--- src/rtl/regfile_wb_arbiter_pkg.sv ---
// Shared types for the register-file writeback arbiter.
package regfile_wb_arbiter_pkg;
    localparam int REG_ADDR_W = 5;
    localparam int XLEN       = 32;

    typedef struct packed {
        logic                  valid;
        logic [REG_ADDR_W-1:0] rd;
        logic [XLEN-1:0]       data;
    } wb_entry_t;
endpackage

--- src/rtl/regfile_wb_arbiter_if.sv ---
// Writeback bus: ALU and load/MUL write requests, register-file write port, decode forwarding.
interface regfile_wb_arbiter_if;
    import regfile_wb_arbiter_pkg::*;

    logic                  alu_wr_valid;
    logic [REG_ADDR_W-1:0] alu_wr_rd;
    logic [XLEN-1:0]       alu_wr_data;
    logic                  mem_wr_valid;
    logic                  mem_wr_ready;
    logic [REG_ADDR_W-1:0] mem_wr_rd;
    logic [XLEN-1:0]       mem_wr_data;
    logic                  alu_stall;
    logic                  rf_reg_write;
    logic [REG_ADDR_W-1:0] rf_rd;
    logic [XLEN-1:0]       rf_rd_data;
    logic [REG_ADDR_W-1:0] rs1;
    logic [REG_ADDR_W-1:0] rs2;
    logic                  rs1_fwd_hit;
    logic [XLEN-1:0]       rs1_fwd_data;
    logic                  rs2_fwd_hit;
    logic [XLEN-1:0]       rs2_fwd_data;

    modport slave (
        input  alu_wr_valid, alu_wr_rd, alu_wr_data,
        input  mem_wr_valid, mem_wr_rd, mem_wr_data, rs1, rs2,
        output mem_wr_ready, alu_stall, rf_reg_write, rf_rd, rf_rd_data,
        output rs1_fwd_hit, rs1_fwd_data, rs2_fwd_hit, rs2_fwd_data
    );

    modport master (
        output alu_wr_valid, alu_wr_rd, alu_wr_data,
        output mem_wr_valid, mem_wr_rd, mem_wr_data, rs1, rs2,
        input  mem_wr_ready, alu_stall, rf_reg_write, rf_rd, rf_rd_data,
        input  rs1_fwd_hit, rs1_fwd_data, rs2_fwd_hit, rs2_fwd_data
    );
endinterface

--- src/rtl/regfile_wb_arbiter_fifo.sv ---
// Pending load/MUL results: wrap-bit pointer FIFO with kill-by-rd and two newest-match lookups.
module wb_pending_fifo
    import regfile_wb_arbiter_pkg::*;
#(
    parameter int DEPTH = 2
) (
    input  logic                  clk,
    input  logic                  rst,
    input  logic                  push,
    input  wb_entry_t             push_entry,
    input  logic                  pop,
    input  logic                  kill_en,
    input  logic [REG_ADDR_W-1:0] kill_rd,
    input  logic [REG_ADDR_W-1:0] rs1,
    input  logic [REG_ADDR_W-1:0] rs2,
    output logic                  full,
    output logic                  empty,
    output wb_entry_t             head,
    output logic                  rs1_hit,
    output logic [XLEN-1:0]       rs1_data,
    output logic                  rs2_hit,
    output logic [XLEN-1:0]       rs2_data
);
    localparam int PW = $clog2(DEPTH);
    localparam logic [PW:0] PTR_ONE = 1;

    wb_entry_t [DEPTH-1:0] mem_q, mem_d;
    logic [PW:0] wr_ptr_q, wr_ptr_d, rd_ptr_q, rd_ptr_d;
    logic [PW-1:0] idx;

    assign empty = (wr_ptr_q == rd_ptr_q);
    assign full  = (wr_ptr_q[PW-1:0] == rd_ptr_q[PW-1:0]) && (wr_ptr_q[PW] != rd_ptr_q[PW]);
    assign head  = mem_q[rd_ptr_q[PW-1:0]];

    always_comb begin
        mem_d    = mem_q;
        wr_ptr_d = wr_ptr_q;
        rd_ptr_d = rd_ptr_q;
        for (int i = 0; i < DEPTH; i++)
            if (kill_en && mem_q[i].valid && mem_q[i].rd == kill_rd) mem_d[i].valid = 1'b0;
        if (pop) begin
            mem_d[rd_ptr_q[PW-1:0]].valid = 1'b0;
            rd_ptr_d = rd_ptr_q + PTR_ONE;
        end
        if (push) begin
            mem_d[wr_ptr_q[PW-1:0]] = push_entry;
            wr_ptr_d = wr_ptr_q + PTR_ONE;
        end
    end

    // Popped slots are invalidated, so only live entries carry valid; scanning oldest to
    // newest lets the youngest match overwrite older ones.
    always_comb begin
        rs1_hit  = 1'b0;
        rs1_data = '0;
        rs2_hit  = 1'b0;
        rs2_data = '0;
        idx      = '0;
        for (int k = 0; k < DEPTH; k++) begin
            idx = rd_ptr_q[PW-1:0] + PW'(k);
            if (mem_q[idx].valid && rs1 != '0 && mem_q[idx].rd == rs1) begin
                rs1_hit  = 1'b1;
                rs1_data = mem_q[idx].data;
            end
            if (mem_q[idx].valid && rs2 != '0 && mem_q[idx].rd == rs2) begin
                rs2_hit  = 1'b1;
                rs2_data = mem_q[idx].data;
            end
        end
    end

    always_ff @(posedge clk or posedge rst) begin
        if (rst) begin
            mem_q    <= '0;
            wr_ptr_q <= '0;
            rd_ptr_q <= '0;
        end else begin
            mem_q    <= mem_d;
            wr_ptr_q <= wr_ptr_d;
            rd_ptr_q <= rd_ptr_d;
        end
    end
endmodule

--- src/rtl/regfile_wb_arbiter.sv ---
// Register-file write-port arbiter: ALU first, pending load/MUL FIFO with bypass, WAW kill
// and a starvation guard that briefly stalls the ALU.
module regfile_wb_arbiter
    import regfile_wb_arbiter_pkg::*;
#(
    parameter int DEPTH        = 2,
    parameter int STARVE_LIMIT = 4
) (
    input logic                 clk,
    input logic                 rst,
    regfile_wb_arbiter_if.slave bus
);
    localparam int CW = $clog2(STARVE_LIMIT + 1);

    wb_entry_t head, push_entry;
    logic fifo_full, fifo_empty;
    logic alu_grant, mem_live, head_pop, silent_pop, bypass, push, head_live;

    logic                  alu_stall_q, alu_stall_d;
    logic [CW-1:0]         starve_cnt_q, starve_cnt_d;
    logic                  rf_reg_write_q, rf_reg_write_d;
    logic [REG_ADDR_W-1:0] rf_rd_q, rf_rd_d;
    logic [XLEN-1:0]       rf_rd_data_q, rf_rd_data_d;

    assign alu_grant  = !alu_stall_q && bus.alu_wr_valid && (bus.alu_wr_rd != '0);
    assign mem_live   = bus.mem_wr_valid && !fifo_full && (bus.mem_wr_rd != '0);
    assign head_pop   = !fifo_empty && head.valid && !alu_grant;
    assign silent_pop = !fifo_empty && !head.valid;
    assign bypass     = fifo_empty && !alu_grant && mem_live;
    assign push       = mem_live && !bypass;
    assign head_live  = !fifo_empty && head.valid && !(alu_grant && head.rd == bus.alu_wr_rd);
    // A same-cycle ALU write to the same rd supersedes the incoming entry.
    assign push_entry = '{valid: !(alu_grant && bus.mem_wr_rd == bus.alu_wr_rd),
                          rd: bus.mem_wr_rd, data: bus.mem_wr_data};

    wb_pending_fifo #(.DEPTH(DEPTH)) u_fifo (
        .clk       (clk),
        .rst       (rst),
        .push      (push),
        .push_entry(push_entry),
        .pop       (head_pop || silent_pop),
        .kill_en   (alu_grant),
        .kill_rd   (bus.alu_wr_rd),
        .rs1       (bus.rs1),
        .rs2       (bus.rs2),
        .full      (fifo_full),
        .empty     (fifo_empty),
        .head      (head),
        .rs1_hit   (bus.rs1_fwd_hit),
        .rs1_data  (bus.rs1_fwd_data),
        .rs2_hit   (bus.rs2_fwd_hit),
        .rs2_data  (bus.rs2_fwd_data)
    );

    always_comb begin
        rf_reg_write_d = 1'b0;
        rf_rd_d        = rf_rd_q;
        rf_rd_data_d   = rf_rd_data_q;
        if (alu_grant) begin
            rf_reg_write_d = 1'b1;
            rf_rd_d        = bus.alu_wr_rd;
            rf_rd_data_d   = bus.alu_wr_data;
        end else if (head_pop) begin
            rf_reg_write_d = 1'b1;
            rf_rd_d        = head.rd;
            rf_rd_data_d   = head.data;
        end else if (bypass) begin
            rf_reg_write_d = 1'b1;
            rf_rd_d        = bus.mem_wr_rd;
            rf_rd_data_d   = bus.mem_wr_data;
        end
    end

    // One-cycle stall once the live head has lost STARVE_LIMIT times in a row.
    always_comb begin
        alu_stall_d  = 1'b0;
        starve_cnt_d = starve_cnt_q;
        if (fifo_empty || head_pop || silent_pop) begin
            starve_cnt_d = '0;
        end else if (alu_grant && head_live) begin
            if (starve_cnt_q == CW'(STARVE_LIMIT - 1)) begin
                alu_stall_d  = 1'b1;
                starve_cnt_d = '0;
            end else begin
                starve_cnt_d = starve_cnt_q + CW'(1);
            end
        end
    end

    always_ff @(posedge clk or posedge rst) begin
        if (rst) begin
            alu_stall_q    <= 1'b0;
            starve_cnt_q   <= '0;
            rf_reg_write_q <= 1'b0;
            rf_rd_q        <= '0;
            rf_rd_data_q   <= '0;
        end else begin
            alu_stall_q    <= alu_stall_d;
            starve_cnt_q   <= starve_cnt_d;
            rf_reg_write_q <= rf_reg_write_d;
            rf_rd_q        <= rf_rd_d;
            rf_rd_data_q   <= rf_rd_data_d;
        end
    end

    assign bus.mem_wr_ready = !fifo_full;
    assign bus.alu_stall    = alu_stall_q;
    assign bus.rf_reg_write = rf_reg_write_q;
    assign bus.rf_rd        = rf_rd_q;
    assign bus.rf_rd_data   = rf_rd_data_q;
endmodule

--- src/flat_wrapper.sv ---
// flat-port wrapper written by rule: the top's interface ports become plain ports
module regfile_wb_arbiter_flat import regfile_wb_arbiter_pkg::*;
#(
    parameter int DEPTH        = 2,
    parameter int STARVE_LIMIT = 4
)
  (clk, rst, bus_alu_wr_valid, bus_alu_wr_rd, bus_alu_wr_data, bus_mem_wr_valid, bus_mem_wr_rd, bus_mem_wr_data, bus_rs1, bus_rs2, bus_mem_wr_ready, bus_alu_stall, bus_rf_reg_write, bus_rf_rd, bus_rf_rd_data, bus_rs1_fwd_hit, bus_rs1_fwd_data, bus_rs2_fwd_hit, bus_rs2_fwd_data);
  regfile_wb_arbiter_if bus_i ();
  input logic clk;
  input logic rst;
  input wire logic [$bits(bus_i.alu_wr_valid)-1:0] bus_alu_wr_valid;
  input wire logic [$bits(bus_i.alu_wr_rd)-1:0] bus_alu_wr_rd;
  input wire logic [$bits(bus_i.alu_wr_data)-1:0] bus_alu_wr_data;
  input wire logic [$bits(bus_i.mem_wr_valid)-1:0] bus_mem_wr_valid;
  input wire logic [$bits(bus_i.mem_wr_rd)-1:0] bus_mem_wr_rd;
  input wire logic [$bits(bus_i.mem_wr_data)-1:0] bus_mem_wr_data;
  input wire logic [$bits(bus_i.rs1)-1:0] bus_rs1;
  input wire logic [$bits(bus_i.rs2)-1:0] bus_rs2;
  output wire logic [$bits(bus_i.mem_wr_ready)-1:0] bus_mem_wr_ready;
  output wire logic [$bits(bus_i.alu_stall)-1:0] bus_alu_stall;
  output wire logic [$bits(bus_i.rf_reg_write)-1:0] bus_rf_reg_write;
  output wire logic [$bits(bus_i.rf_rd)-1:0] bus_rf_rd;
  output wire logic [$bits(bus_i.rf_rd_data)-1:0] bus_rf_rd_data;
  output wire logic [$bits(bus_i.rs1_fwd_hit)-1:0] bus_rs1_fwd_hit;
  output wire logic [$bits(bus_i.rs1_fwd_data)-1:0] bus_rs1_fwd_data;
  output wire logic [$bits(bus_i.rs2_fwd_hit)-1:0] bus_rs2_fwd_hit;
  output wire logic [$bits(bus_i.rs2_fwd_data)-1:0] bus_rs2_fwd_data;
  assign bus_i.alu_wr_valid = bus_alu_wr_valid;
  assign bus_i.alu_wr_rd = bus_alu_wr_rd;
  assign bus_i.alu_wr_data = bus_alu_wr_data;
  assign bus_i.mem_wr_valid = bus_mem_wr_valid;
  assign bus_i.mem_wr_rd = bus_mem_wr_rd;
  assign bus_i.mem_wr_data = bus_mem_wr_data;
  assign bus_i.rs1 = bus_rs1;
  assign bus_i.rs2 = bus_rs2;
  assign bus_mem_wr_ready = bus_i.mem_wr_ready;
  assign bus_alu_stall = bus_i.alu_stall;
  assign bus_rf_reg_write = bus_i.rf_reg_write;
  assign bus_rf_rd = bus_i.rf_rd;
  assign bus_rf_rd_data = bus_i.rf_rd_data;
  assign bus_rs1_fwd_hit = bus_i.rs1_fwd_hit;
  assign bus_rs1_fwd_data = bus_i.rs1_fwd_data;
  assign bus_rs2_fwd_hit = bus_i.rs2_fwd_hit;
  assign bus_rs2_fwd_data = bus_i.rs2_fwd_data;
  regfile_wb_arbiter #(.DEPTH(DEPTH), .STARVE_LIMIT(STARVE_LIMIT)) u_core (.clk(clk), .rst(rst), .bus(bus_i));
endmodule
--- config.mk ---
export PLATFORM = sky130hd
export DESIGN_NAME = regfile_wb_arbiter_flat
export DESIGN_NICKNAME = d
export VERILOG_FILES = /design/src/rtl/regfile_wb_arbiter_pkg.sv /design/src/rtl/regfile_wb_arbiter_if.sv /design/src/rtl/regfile_wb_arbiter_fifo.sv /design/src/rtl/regfile_wb_arbiter.sv /design/src/flat_wrapper.sv
export SDC_FILE = /design/constraint.sdc
export NUM_CORES = 1
export LEC_CHECK = 0
export ABC_AREA = 1
export ABC_CLOCK_PERIOD_IN_PS = 2400
export CORE_UTILIZATION = 47
export DETAILED_ROUTE_END_ITERATION = 8
export PLACE_DENSITY = 0.76
export SLEW_MARGIN = 20
export SYNTH_ARGS = -nofsm -noshare
export SYNTH_HDL_FRONTEND = slang
export SYNTH_HIERARCHICAL = 1
export SYNTH_SLANG_ARGS = --single-unit
--- constraint.sdc ---
create_clock -name clk -period 2.4 [get_ports clk]
set_input_delay 0.24 -clock clk [delete_from_list [all_inputs] [get_ports clk]]
set_output_delay 0.24 -clock clk [all_outputs]
set_load 0.01 [all_outputs]
Word-level counts from Yosys, hierarchy flattened
Index checks and enable logic that the tools add are counted.
- flip-flop bits (word level): 122
- output and inout bits: 106
- add/sub/neg operators: 4
- magnitude comparators: 5
- eq/ne operators: 12
- muxes and demuxes: 37
- reductions and logical operators: 46
- operators by type and width (kind ; number):
    $mux 38 ; 6
    $mux 32 ; 7
    $bwmux 76 ; 2
    $mux 76 ; 2
    $demux 38 s1 ; 2
    $eq 5x5->1 ; 8
    $logic_and 1x1->1 ; 29
    $reduce_bool 5->1 ; 4
    $mux 5 ; 3
    $mux 1 ; 12
    $mux 3 ; 3
    $logic_not 1->1 ; 8
    $lt 1x2->1 const B ; 3
    $add 2x1->2 const B ; 2
    $add 3x1->3 const B ; 1
    $eq 3x2->1 const B ; 1
    $logic_or 1x1->1 ; 3
    $reduce_bool 3->1 ; 1
    $eq 2x2->1 ; 1
    $ge 1x1->1 const B ; 2
    $reduce_bool 2->1 ; 1
    $add 1x1->1 const B ; 1
    $eq 1x1->1 ; 1
    $ne 1x1->1 ; 1

Longest topological paths before layout
Gate-level depths: netlist of the first run.
- depth in word-level cells: 10
- gate-level depth with buffers: 14

Cells and area by module
The synthesis of the first run kept the hierarchy.
- by module, submodules not included (module ; instances ; cells an instance ; area each (um^2) ; sequential area each (um^2)):
    wb_pending_fifo ; 1 ; 870 ; 5649.2 ; 2001.9
    regfile_wb_arbiter ; 1 ; 408 ; 2819.0 ; 1051.0

Worst setup path after synthesis of the first run
No wires, ideal clock.
- path type: register -> register
- start: register u_core.u_fifo.rd_ptr_q[0]
- end: register u_core/u_fifo/mem_q[0] in the netlist's numbering
- library setup time: 0.130 ns
- data arrival time: 2.340 ns
- required time: 2.270 ns
- setup slack: -0.070 ns
- stages on the path, launching flop included: 15
- path buffers: 4
- period minus slack after synthesis: 2.470 ns
- path through: dfrtp_1 buf_6 buf_4 clkbuf_1 xor2_1 nor2_1 nor2_1 nand2_1 a21oi_1 inv_1 nor2_1 inv_1 clkbuf_1 nand2_1 o21ai_0
- cells in the longest elaborated chain, start to end: 9
- elaborated cells between the ends (all ways): 23
- those cells by class: eq/ne (2); mux (7); reduce/logical (14)
- RTL lines (item ; RTL line ; source):
    start: declaration ; regfile_wb_arbiter_fifo.sv:28 ; logic [PW:0] wr_ptr_q, wr_ptr_d, rd_ptr_q, rd_ptr_d;
    start signal: assignment ; regfile_wb_arbiter_fifo.sv:80 ; rd_ptr_q <= rd_ptr_d;
    $eq 1x1->1 (*) ; regfile_wb_arbiter_fifo.sv:32 ; assign full = (wr_ptr_q[PW-1:0] == rd_ptr_q[PW-1:0]) && (wr_ptr_q[PW] != rd_ptr_q[PW]);
    $logic_and 1x1->1 (*) ; regfile_wb_arbiter_fifo.sv:32 ;
    via u_core.fifo_full ; regfile_wb_arbiter.sv:16 ; logic fifo_full, fifo_empty;
    $logic_not 1->1 (*) ; regfile_wb_arbiter.sv:26 ; assign mem_live = bus.mem_wr_valid && !fifo_full && (bus.mem_wr_rd != '0);
    $logic_and 1x1->1 (*) (2 in a row) ; regfile_wb_arbiter.sv:26 ;
    $logic_and 1x1->1 ; regfile_wb_arbiter.sv:29 ; assign bypass = fifo_empty && !alu_grant && mem_live;
    $logic_not 1->1 ; regfile_wb_arbiter.sv:30 ; assign push = mem_live && !bypass;
    $logic_and 1x1->1 (*) ; regfile_wb_arbiter.sv:30 ;
    via u_core.push ; regfile_wb_arbiter.sv:17 ; logic alu_grant, mem_live, head_pop, silent_pop, bypass, push, head_live;
    $mux 76 (*) ; regfile_wb_arbiter_fifo.sv:45 ; if (push) begin
    end signal: assignment ; regfile_wb_arbiter_fifo.sv:78 ; mem_q <= mem_d;
    end: declaration ; regfile_wb_arbiter_fifo.sv:27 ; wb_entry_t [DEPTH-1:0] mem_q, mem_d;
The timed path passes the listed nets; every way through them passes the cells marked *. The select of a mux whose other input is x is not followed.
A chain may end at the register's enable or synchronous reset.

Worst setup path after layout of the first run
- start: register u_core.u_fifo.rd_ptr_q[0]
- end: output port bus_rs1_fwd_data[20]
- cells in the longest elaborated chain, start to end: 6
- elaborated cells between the ends (all ways): 13
- those cells by class: add/sub (1); eq/ne (2); mux (6); reduce/logical (4)
- RTL lines (item ; RTL line ; source):
    $add 1x1->1 / $mux 38 (equally long branches) ; regfile_wb_arbiter_fifo.sv:60, regfile_wb_arbiter_fifo.sv:63 ;
    $mux 38 (not written as such) ; regfile_wb_arbiter_fifo.sv:63 ; rs1_data = mem_q[idx].data;
    $mux 38 (not written as such), or another cell as far along ; regfile_wb_arbiter_fifo.sv:63 ;
    $eq 5x5->1 / $logic_and 1x1->1 (equally long branches) ; regfile_wb_arbiter_fifo.sv:61 ; if (mem_q[idx].valid && rs1 != '0 && mem_q[idx].rd == rs1) begin
    $logic_and 1x1->1 / $mux 32 (equally long branches) ; regfile_wb_arbiter_fifo.sv:61 ;
    $mux 32 (*) ; regfile_wb_arbiter_fifo.sv:61 ;
    end: declaration ; flat_wrapper.sv:25 ; output wire logic [$bits(bus_i.rs1_fwd_data)-1:0] bus_rs1_fwd_data;
Mark *: on every way between the ends. The rest lies on a longest branch, timed or not. The select of a mux whose other input is x is not followed.

==> impl_metrics.json, run 1 <==
{
  "status": "finished with violations",
  "violations": "setup timing",
  "die_area_um2": 18560,
  "ys_types": 34,
  "yosys.area.top_type": "dfrtp_1",
  "grt-ovfl-total": 0,
  "yosys_warnings": 6,
  "grt_max_degree": 81,
  "timing.rr.end": "u_core/u_fifo/mem_q[2]",
  "irDropWorstVdd_uv": 985.4,
  "finClkSkew_ps": 11.07,
  "post-route-util_pct": 74.46,
  "numCtsBuffers": 17,
  "antenna_left": 0,
  "firstDrtPassIters": 8,
  "hold_viol": 0,
  "avgSynthCellArea_um2": 6.626,
  "synth_adder_area_share_pct": 0.1478,
  "p_switching_mw": 8.653,
  "synth_compound_area_share_pct": 9.264,
  "track_usage_pct": 37.98,
  "pwr-share-comb_pct": 62.9,
  "rr_worst_depth": 13,
  "p_leak_nw": 6.334,
  "antenna_found_initial": 0,
  "synth_xor_area_share_pct": 1.655,
  "arrival_ps": 2480,
  "wl_per_cell_um": 20.36,
  "drive_gt1_share_pct": 24.58,
  "pwr-share-seq_pct": 21.2,
  "gp_congestion": 0.9184,
  "placedInstanceArea_um2": 11080,
  "grt_pass1_wl_um": 53360,
  "routed_wl_um": 36470,
  "rsz0062_at_grt": "yes",
  "setup_violations": 65,
  "clk_latency_ps": 430,
  "stdcell_area_um2": 12970,
  "worstPathRequired_ps": 2160,
  "path_clk_slew_ps": 60,
  "root_buffer": "clkbuf_16",
  "rrSetupSlack_ps": 30,
  "synth-seq-cells": 122,
  "reg2reg_from": "u_core/u_fifo/rd_ptr_q[0]",
  "cts_tree": "done",
  "die_x_um": 136.2,
  "nNetsFinal": 1642,
  "start_kind": "register",
  "core_area_um2": 17420,
  "initial_utilization_pct": 48.62,
  "synth_nets": 1367,
  "viasPerCell": 6.064,
  "syn_to_final_growth_pct": 53.15,
  "maxCapViolCount": 0,
  "yosys.area_share.simple_pct": 42.41,
  "numPortBuffers": 193,
  "power_density_nw_per_um2": 1375,
  "dr.first_iter.drc_count": 1458,
  "relSlewSlack_pct": 43.40,
  "clock_path_buffers": 2,
  "tightest_slew_ps": 840.1,
  "cts_hold_buf": 0,
  "hp-class": "in2async",
  "cts_sinks": 122,
  "fp.dieH_um": 136.2,
  "netlist.area_leader.share_pct": 36.05,
  "crit_start": "u_core/u_fifo/rd_ptr_q[0]",
  "critPathCapture": "bus_rs1_fwd_data[20]",
  "hpwl_um": 22090,
  "cp_max_fo": 8,
  "num_antenna_cells": 0,
  "fmax_ghz": 0.3672,
  "period_share_pct": 113.5,
  "power.share.switching_pct": 48.54,
  "muxShareOfSynthArea_pct": 0,
  "period_needed_ps": 2723,
  "grt_pass1_vias": 9807,
  "synth_top_family_by_area": "simple AND/OR/NAND/NOR gates",
  "path_class": "reg2out",
  "setup_ws_ps": -323.3,
  "synth-seq-area-share_pct": 36.05,
  "num_io_pins": 194,
  "pwr-share-clk_pct": 15.9,
  "synthesis.area_um2": 8468,
  "power.internal_mw": 9.175,
  "drv_slew": 0,
  "netlist_top_cells_area": "dfrtp_1, nand2_1, nand3_1, o21ai_0, nand4_1",
  "drc": 0,
  "synthesis.instances": 1278,
  "rows": 48,
  "via_count": 10860,
  "end_kind": "primary output",
  "htree_levels": 4
}
## sequential cells by signal (all words and copies together), names as in the netlist
signal	cells
u_core/u_fifo/rd_ptr_q	2
u_core/bus.rf_rd	5
u_core/bus.rf_rd_data	32
u_core/starve_cnt_q	3
u_core/bus.alu_stall	1
u_core/u_fifo/mem_q	76
u_core/bus.rf_reg_write	1
u_core/u_fifo/wr_ptr_q	2
## layout by cell type (no fill, tap or decap), drive strengths merged, types with 6 or more instances in the layout
cell type,netlist,routed
nand2,450,450
nand3,222,222
buf,58,210
o21ai,135,135
clkdlybuf4s50,0,126
dfrtp,122,122
inv,104,110
nand4,68,68
nor2,29,30
clkbuf,33,20
nand3b,10,10
xnor2,9,9
or2,9,9
xor2,7,7
a21oi,6,6
## cells by family after synthesis
group,after synthesis
and+or+nand+nor,792
buffers and inverters,196
AOI/OAI and AO/OA,151
DFF,122
xor gates and xnor gates,16
adders and majority gates,1
## timing repair
item	in CTS	in global routing
pin swaps	56	54
resized for setup	396	84
cloned	14	3
setup endpoints to repair	139	130
setup buffers	40	9
## power by group through the flow
stage	clock (mW)	sequential (mW)	combinational [mW]
floorplan	0	3.71	5.08
global placement	0	3.69	8.74
detailed placement	0	3.70	8.85
CTS	2.84	3.73	10.2
global route	2.93	3.88	11.9
finish	2.83	3.78	11.2
## area by class of cell
cell class,instances,area [µm²]
Multi-Input combinational cell,961,5101
Fill cell,1300,4448
Timing Repair Buffer,342,3452
Sequential cell,122,3054
Clock buffer,18,429.2
Inverter,105,410.4
Tap cell,225,281.5
Clock inverter,14,209.0
Timing Repair inverter,4,31.28
## per-layer routing
layer / global-route usage, % / wire (µm) / part of all wire, %
met5: 0 / 0 / 0
met4: 16.91 / 1500 / 4.1
met3: 11.63 / 5004 / 14
met2: 55.50 / 16030 / 44
met1: 51.35 / 13940 / 38
## synthesized netlist by cell type (all sizes together)
cell type,instances
o211ai,5
clkinv,1
buf,58
nand2,450
clkbuf,33
ha,1
nand3b,10
nor3,3
a21oi,6
inv,104
a211oi,1
xor2,7
nand4,68
a21boi,1
nor2,29
and3,1
nand3,222
o21ai,135
o22ai,3
or2,9
xnor2,9
dfrtp,122
## worst min path at each step
stage,from,endpoint,slack (ps)
CTS,rst,u_core/u_fifo/mem_q[28],290
global route,rst,u_core/u_fifo/mem_q[66],300
global placement,u_core/u_fifo/mem_q[41],u_core/u_fifo/mem_q[41],470
detailed placement,u_core/u_fifo/mem_q[47],u_core/u_fifo/mem_q[47],470
floorplan,bus_mem_wr_data[13],u_core/u_fifo/mem_q[51],350
finish,rst,u_core/u_fifo/mem_q[66],260
## critical path: stages, from the launching register on
cell	delay, ps
dfrtp_2	410
buf_6	120
buf_12	130
buf_12	130
nand2_1	70
nand3_1	110
nand2_1	110
nor2_4	180
nand3_4	160
buf_12	170
buf_16	140
nand3_4	110
nand2_2	80
buf_6	120
## through the flow
step	std cells	power [mW]	setup WS [ps]	setup TNS, ps	hold WS, ps
after CTS	1783	16.81	-185.4	-9196	294.7
after global placement	1699	12.43	-167.7	-9713	467.1
after floorplan	1278	8.787	50.53	0	349.6
final	1791	17.83	-323.3	-14430	259.8
after global routing	1791	18.67	-469.2	-19620	295.8
after detailed placement	1699	12.55	-148.4	-12570	473.6
No activity file was read; power rests on OpenSTA's default activity.
==> inputs of run 2 (changes only) <==
--- a/config.mk
+++ b/config.mk
@@ -10,7 +10,7 @@
 export CORE_UTILIZATION = 47
 export DETAILED_ROUTE_END_ITERATION = 8
 export PLACE_DENSITY = 0.76
-export SLEW_MARGIN = 20
+export SLEW_MARGIN = 5
 export SYNTH_ARGS = -nofsm -noshare
 export SYNTH_HDL_FRONTEND = slang
 export SYNTH_HIERARCHICAL = 1
==> results of run 2 <==
Same layout as run 1: the final DEF is identical, and so are final timing and power.
